--- src/rtl/apb_timer_responder.sv ---
// APB3 completer for a 32-bit down-counting timer with external enable/clock
// input and a maskable, sticky interrupt. Zero wait states.
module apb_timer_responder (
  input  logic        pclk,
  input  logic        presetn,
  input  logic        psel,
  input  logic [11:2] paddr,
  input  logic        penable,
  input  logic        pwrite,
  input  logic [31:0] pwdata,
  input  logic [3:0]  ecorev,
  input  logic        extin,
  output logic [31:0] prdata,
  output logic        pready,
  output logic        pslverr,
  output logic        timerint
);

  localparam logic [9:0] ADDR_CTRL   = 10'h000;
  localparam logic [9:0] ADDR_VALUE  = 10'h001;
  localparam logic [9:0] ADDR_RELOAD = 10'h002;
  localparam logic [9:0] ADDR_INT    = 10'h003;
  localparam logic [9:0] ADDR_PID0   = 10'h3F8;
  localparam logic [9:0] ADDR_PID1   = 10'h3F9;
  localparam logic [9:0] ADDR_PID2   = 10'h3FA;
  localparam logic [9:0] ADDR_PID3   = 10'h3FB;

  logic [3:0]  ctrl;
  logic [31:0] value;
  logic [31:0] reload;
  logic        raw_int;
  logic        ext_meta;
  logic        ext_s;
  logic        ext_d;
  logic        ext_rise;
  logic        wr_en;
  logic        rd_setup;
  logic        ctrl_wr;
  logic        value_wr;
  logic        reload_wr;
  logic        int_clr;
  logic        int_set;
  logic        tick;

  function automatic logic addr_mapped(input logic [9:0] a);
    case (a)
      ADDR_CTRL, ADDR_VALUE, ADDR_RELOAD, ADDR_INT,
      ADDR_PID0, ADDR_PID1, ADDR_PID2, ADDR_PID3: addr_mapped = 1'b1;
      default:                                    addr_mapped = 1'b0;
    endcase
  endfunction

  function automatic logic [31:0] read_mux(input logic [9:0]  a,
                                           input logic [3:0]  c,
                                           input logic [31:0] v,
                                           input logic [31:0] r,
                                           input logic        ri,
                                           input logic [3:0]  eco);
    case (a)
      ADDR_CTRL:   read_mux = {28'h0, c};
      ADDR_VALUE:  read_mux = v;
      ADDR_RELOAD: read_mux = r;
      ADDR_INT:    read_mux = {31'h0, ri};
      ADDR_PID0:   read_mux = 32'h0000_0022;
      ADDR_PID1:   read_mux = 32'h0000_00B8;
      ADDR_PID2:   read_mux = 32'h0000_001B;
      ADDR_PID3:   read_mux = {24'h0, eco, 4'h0};
      default:     read_mux = 32'h0;
    endcase
  endfunction

  assign wr_en     = psel & penable & pwrite;
  assign rd_setup  = psel & ~penable & ~pwrite;
  assign ctrl_wr   = wr_en & (paddr == ADDR_CTRL);
  assign value_wr  = wr_en & (paddr == ADDR_VALUE);
  assign reload_wr = wr_en & (paddr == ADDR_RELOAD);
  assign int_clr   = wr_en & (paddr == ADDR_INT) & pwdata[0];

  assign ext_rise  = ext_s & ~ext_d;
  assign tick      = ctrl[0] & (~ctrl[1] | ext_s) & (~ctrl[2] | ext_rise);
  // A VALUE write on the same edge swallows the tick, including its interrupt.
  assign int_set   = tick & ~value_wr & (value == 32'd1);

  assign pready  = 1'b1;
  assign pslverr = psel & penable & ~addr_mapped(paddr);

  // extin synchroniser and edge-detect history
  always_ff @(posedge pclk or negedge presetn) begin
    if (!presetn) begin
      ext_meta <= 1'b0;
      ext_s    <= 1'b0;
      ext_d    <= 1'b0;
    end else begin
      ext_meta <= extin;
      ext_s    <= ext_meta;
      ext_d    <= ext_s;
    end
  end

  // register file, counter and interrupt
  always_ff @(posedge pclk or negedge presetn) begin
    if (!presetn) begin
      ctrl     <= 4'h0;
      value    <= 32'h0;
      reload   <= 32'h0;
      raw_int  <= 1'b0;
      timerint <= 1'b0;
      prdata   <= 32'h0;
    end else begin
      if (ctrl_wr)   ctrl   <= pwdata[3:0];
      if (reload_wr) reload <= pwdata;
      if (value_wr) begin
        value <= pwdata;
      end else if (tick) begin
        value <= (value > 32'd1) ? value - 32'd1 : reload;
      end
      if (int_set)      raw_int <= 1'b1;
      else if (int_clr) raw_int <= 1'b0;
      timerint <= raw_int & ctrl[3];
      if (rd_setup) prdata <= read_mux(paddr, ctrl, value, reload, raw_int, ecorev);
    end
  end

endmodule

--- config.mk ---
export PLATFORM = sky130hd
export DESIGN_NAME = apb_timer_responder
export DESIGN_NICKNAME = d
export VERILOG_FILES = /design/src/rtl/apb_timer_responder.sv
export SDC_FILE = /design/constraint.sdc
export NUM_CORES = 1
export LEC_CHECK = 0
export BUFFER_PORTS_ARGS = -buffer_cell sky130_fd_sc_hd__buf_2
export CORE_MARGIN = 3
export CORE_UTILIZATION = 50
export CTS_CLUSTER_DIAMETER = 40
export DETAILED_ROUTE_END_ITERATION = 16
export GPL_ROUTABILITY_DRIVEN = 0
export PLACE_DENSITY = 0.72
export SLEW_MARGIN = 20
export SYNTH_ARGS = -nofsm -noshare
export SYNTH_HDL_FRONTEND = slang
export SYNTH_SLANG_ARGS = --single-unit
export TNS_END_PERCENT = 20
--- constraint.sdc ---
create_clock -name pclk -period 6.17 [get_ports pclk]
set_clock_uncertainty 0.05 [all_clocks]
set_input_delay 1.851 -clock pclk [delete_from_list [all_inputs] [get_ports pclk]]
set_output_delay 1.851 -clock pclk [all_outputs]
set_load 0.05 [all_outputs]
==> run summary <==
outcome: completed
TritonCTS clock tree: yes
GR Util met3: 0.03804
Core Region: 10600 sq um
Leakage: 2.873 nW
met2 GRT Util: 0.3889
Switching Share: 0.2705
synthesized area: 5578 sq um
minimum clock period: 5.266 ns
final instance area: 6221 sq um
HP Class: flip-flop to flip-flop
asr flop ratio synth: 1.000
number of flops mapped to enable cells by yosys: 0
TritonRoute pass-1 iters: 7
clk slew on worst S/H paths: 0.10 ns
critical path required time: 4.27 ns
multi-input logic area: 2729 sq um
syn_nets: 636
fraction of layout cells with a size suffix above 1: 0.2508
postcts setup bufs: 0
Int Pwr: 0.9069 mW
Synth area leaders: dfrtp_1, mux2_2, nand2_1, o21ai_0, a22oi_1
Logic pwr share: 0.082
FILL cells: 932
Synth Instances: 582
Resize count post-CTS: 0
row count: 37
dpl cell area: 6023 sq um
RSZ-0062 raised after global routing: false
worst slack, placed: 0.9534 ns
Final Hold Viols: 0
1st-iter DRT viols: 296
hold path endpoint: ext_s
Peak Freq: 189.9 MHz
ANT cells: 0
CP max stage delay: 0.62 ns
DRT antenna net count: 0
width of the die: 111.6 um
GRT Util Overall: 0.2368
Die Y: 111.6 um
register area share after synthesis: 0.4711
Max Root-Sink Buffers: 2
Worst Tran Pin Value: 0.9047 ns
Clock Latency Late Sink: 0.38 ns
CP max FO: 6
clk sinks: 105
Vias/cell: 6.025
r2r startpoint: value[7]
register area: 2628 sq um
ys flop type: dfrtp_1
crit path kind: input port to primary output
initial core utilization: 0.5261
# port buffers: 85
hold path depth: 0
Pwr Density: 199.8 nW/um^2
R2R depth: 6
Synth-to-Final Area Change: 11.53%
fin crit share: 0.8534
Yosys cell types: 61
crit-path most repeated cell: buf_2
setup ws final: 0.9044 ns
power share of the clock group: 0.337
worst r2r dst: value[19]
Ys Warns: 0
Synth top area share: 0.4711
Slew Viols, Final: 0
final wirelength: 14390 um
gr ovfl total: 0
CTS Buf Count: 9
crit path launch: paddr[5]
Max H-tree Level: 3
root buffer cell: clkbuf_8
# setup viols final: 0
Net Switching: 0.3362 mW
first-pass GRT wire length: 24360 um
WL per Instance: 18.31 um
Crit. End Element: primary output
DP HPWL: 9433 um
Syn Area/Cell: 9.584 sq um
num ports: 87
GRT met1 Usage: 0.3206
Cell Chain, Critical Path: buf_2 > or4_1 > or2_2 > nand2_1 > nor2_1 > buf_2
global route hottest layer: met2
largest net degree at the start of global routing: 61
via count: 4736
CTS Hold Bufs: 0
initial antenna violation count: 0
# DRC: 0
leading area contributor after synthesis: dfrtp_1
Hold Crit Start: ext_meta
post-synthesis register bit count: 105
Final #Nets: 699
Max-cap violations: 0
worst reg2reg setup slack: 3.31 ns
number of global-route vias before repair: 4825
Die Footprint: 12460 sq um
Relative slew margins: 0.3947
Sequential Power Share: 0.581
Setup TNS Final: 0 ns
VDD IR max: 147.0 uV
Arrival @ worst endpoint: 3.36 ns
startpoint types: input port
slowest CP cell: or4_1
kinds of logic (layout without fill, tap and decap cells):
| logic type | after synthesis | after routing | synth area share |
|---|---|---|---|
| buffers and inverters | 47 | 115 | 0.04352 |
| other | 1 | 1 | 0.0006723 |
| multiplexers | 42 | 42 | 0.08345 |
| AO/OA/AOI/OAI | 157 | 157 | 0.1680 |
| adder cells (fa/ha/maj) | 2 | 2 | 0.004486 |
| XOR/XNOR | 27 | 27 | 0.04240 |
| flip-flops | 105 | 105 | 0.4711 |
| AND/OR/NAND/NOR | 201 | 201 | 0.1864 |
layout by cell type (no fill, tap or decap), types with 3 or more instances in the layout:
cell type / count
xor2_1: 7
o21ai_1: 23
nor2_1: 19
inv_1: 7
nor4_4: 3
clkbuf_8: 10
mux2i_1: 6
mux2_2: 35
and3_1: 14
o21ai_0: 51
or4_1: 7
buf_2: 84
a21oi_1: 36
xnor2_1: 20
nor4_1: 8
nand2b_1: 4
a221oi_1: 3
o211ai_1: 3
nand3_1: 21
dfrtp_1: 105
nand2_1: 87
a22oi_1: 25
buf_4: 8
nor3_1: 13
routing by layer:
metal | wire (um) | part of all wire | vias to the layer above
met4 | 229 | 0.016 | 0
met3 | 872 | 0.061 | 19
met5 | 0 | 0 | -
li1 | - | - | 2212
met1 | 6351 | 0.44 | 2336
met2 | 6940 | 0.48 | 169
per-stage QoR:
stage | hold slack, ns | power (mW) | util | cells
floorplan | 0.2812 | 0.7854 | - | 582
global placement | 0.2905 | 0.8328 | 0.5682 | 770
detailed placement | 0.2871 | 0.8373 | 0.5682 | 770
CTS | 0.3111 | 1.248 | 0.5859 | 786
global route | 0.3255 | 1.296 | 0.5868 | 786
finish | 0.3078 | 1.243 | 0.5868 | 786
cells in the mapped netlist (5+ instances only):
library cell  count
dfrtp_1         105
nand2_1          87
o21ai_0          51
a21oi_1          36
mux2_2           35
a22oi_1          25
o21ai_1          23
nand3_1          22
nor2_1           20
xnor2_1          20
clkbuf_1         18
and3_1           14
nor3_1           13
buf_2            11
nor4_1            8
inv_1             7
or4_1             7
xor2_1            7
mux2i_1           6
buf_6             5
worst max path at each step:
stage	endpoint	cells past startpoint
finish	pslverr	6
global placement	pslverr	6
floorplan	pslverr	5
global route	pslverr	6
detailed placement	pslverr	6
CTS	pslverr	6
power groups by stage:
stage / clock, mW / sequential, mW / combinational (mW)
after detailed placement: 0 / 0.735 / 0.102
final: 0.419 / 0.723 / 0.102
after CTS: 0.424 / 0.722 / 0.102
after global routing: 0.456 / 0.725 / 0.115
after floorplan: 0 / 0.729 / 0.0563
after global placement: 0 / 0.734 / 0.0987
sequential cells by signal, summed over array words and instances (netlist names):
signal / cells
value: 32
ext_meta: 1
ext_s: 1
raw_int: 1
timerint: 1
prdata: 32
ext_d: 1
ctrl: 4
reload: 32
critical path, delay by kind of cell:
family	cells	cell delay [ns]
simple gates	4	1.20
buf+inv	2	0.32
layout make-up:
type                       instances  area share
timing repair buffer              92     0.07723
clock buffer                      10     0.02212
multi-input combinational        430      0.4387
sequential                       105      0.4224
inverter                           7    0.004224
tap                              136     0.02735
clock inverter                     6    0.008045
(Power assumes the default switching activity.)
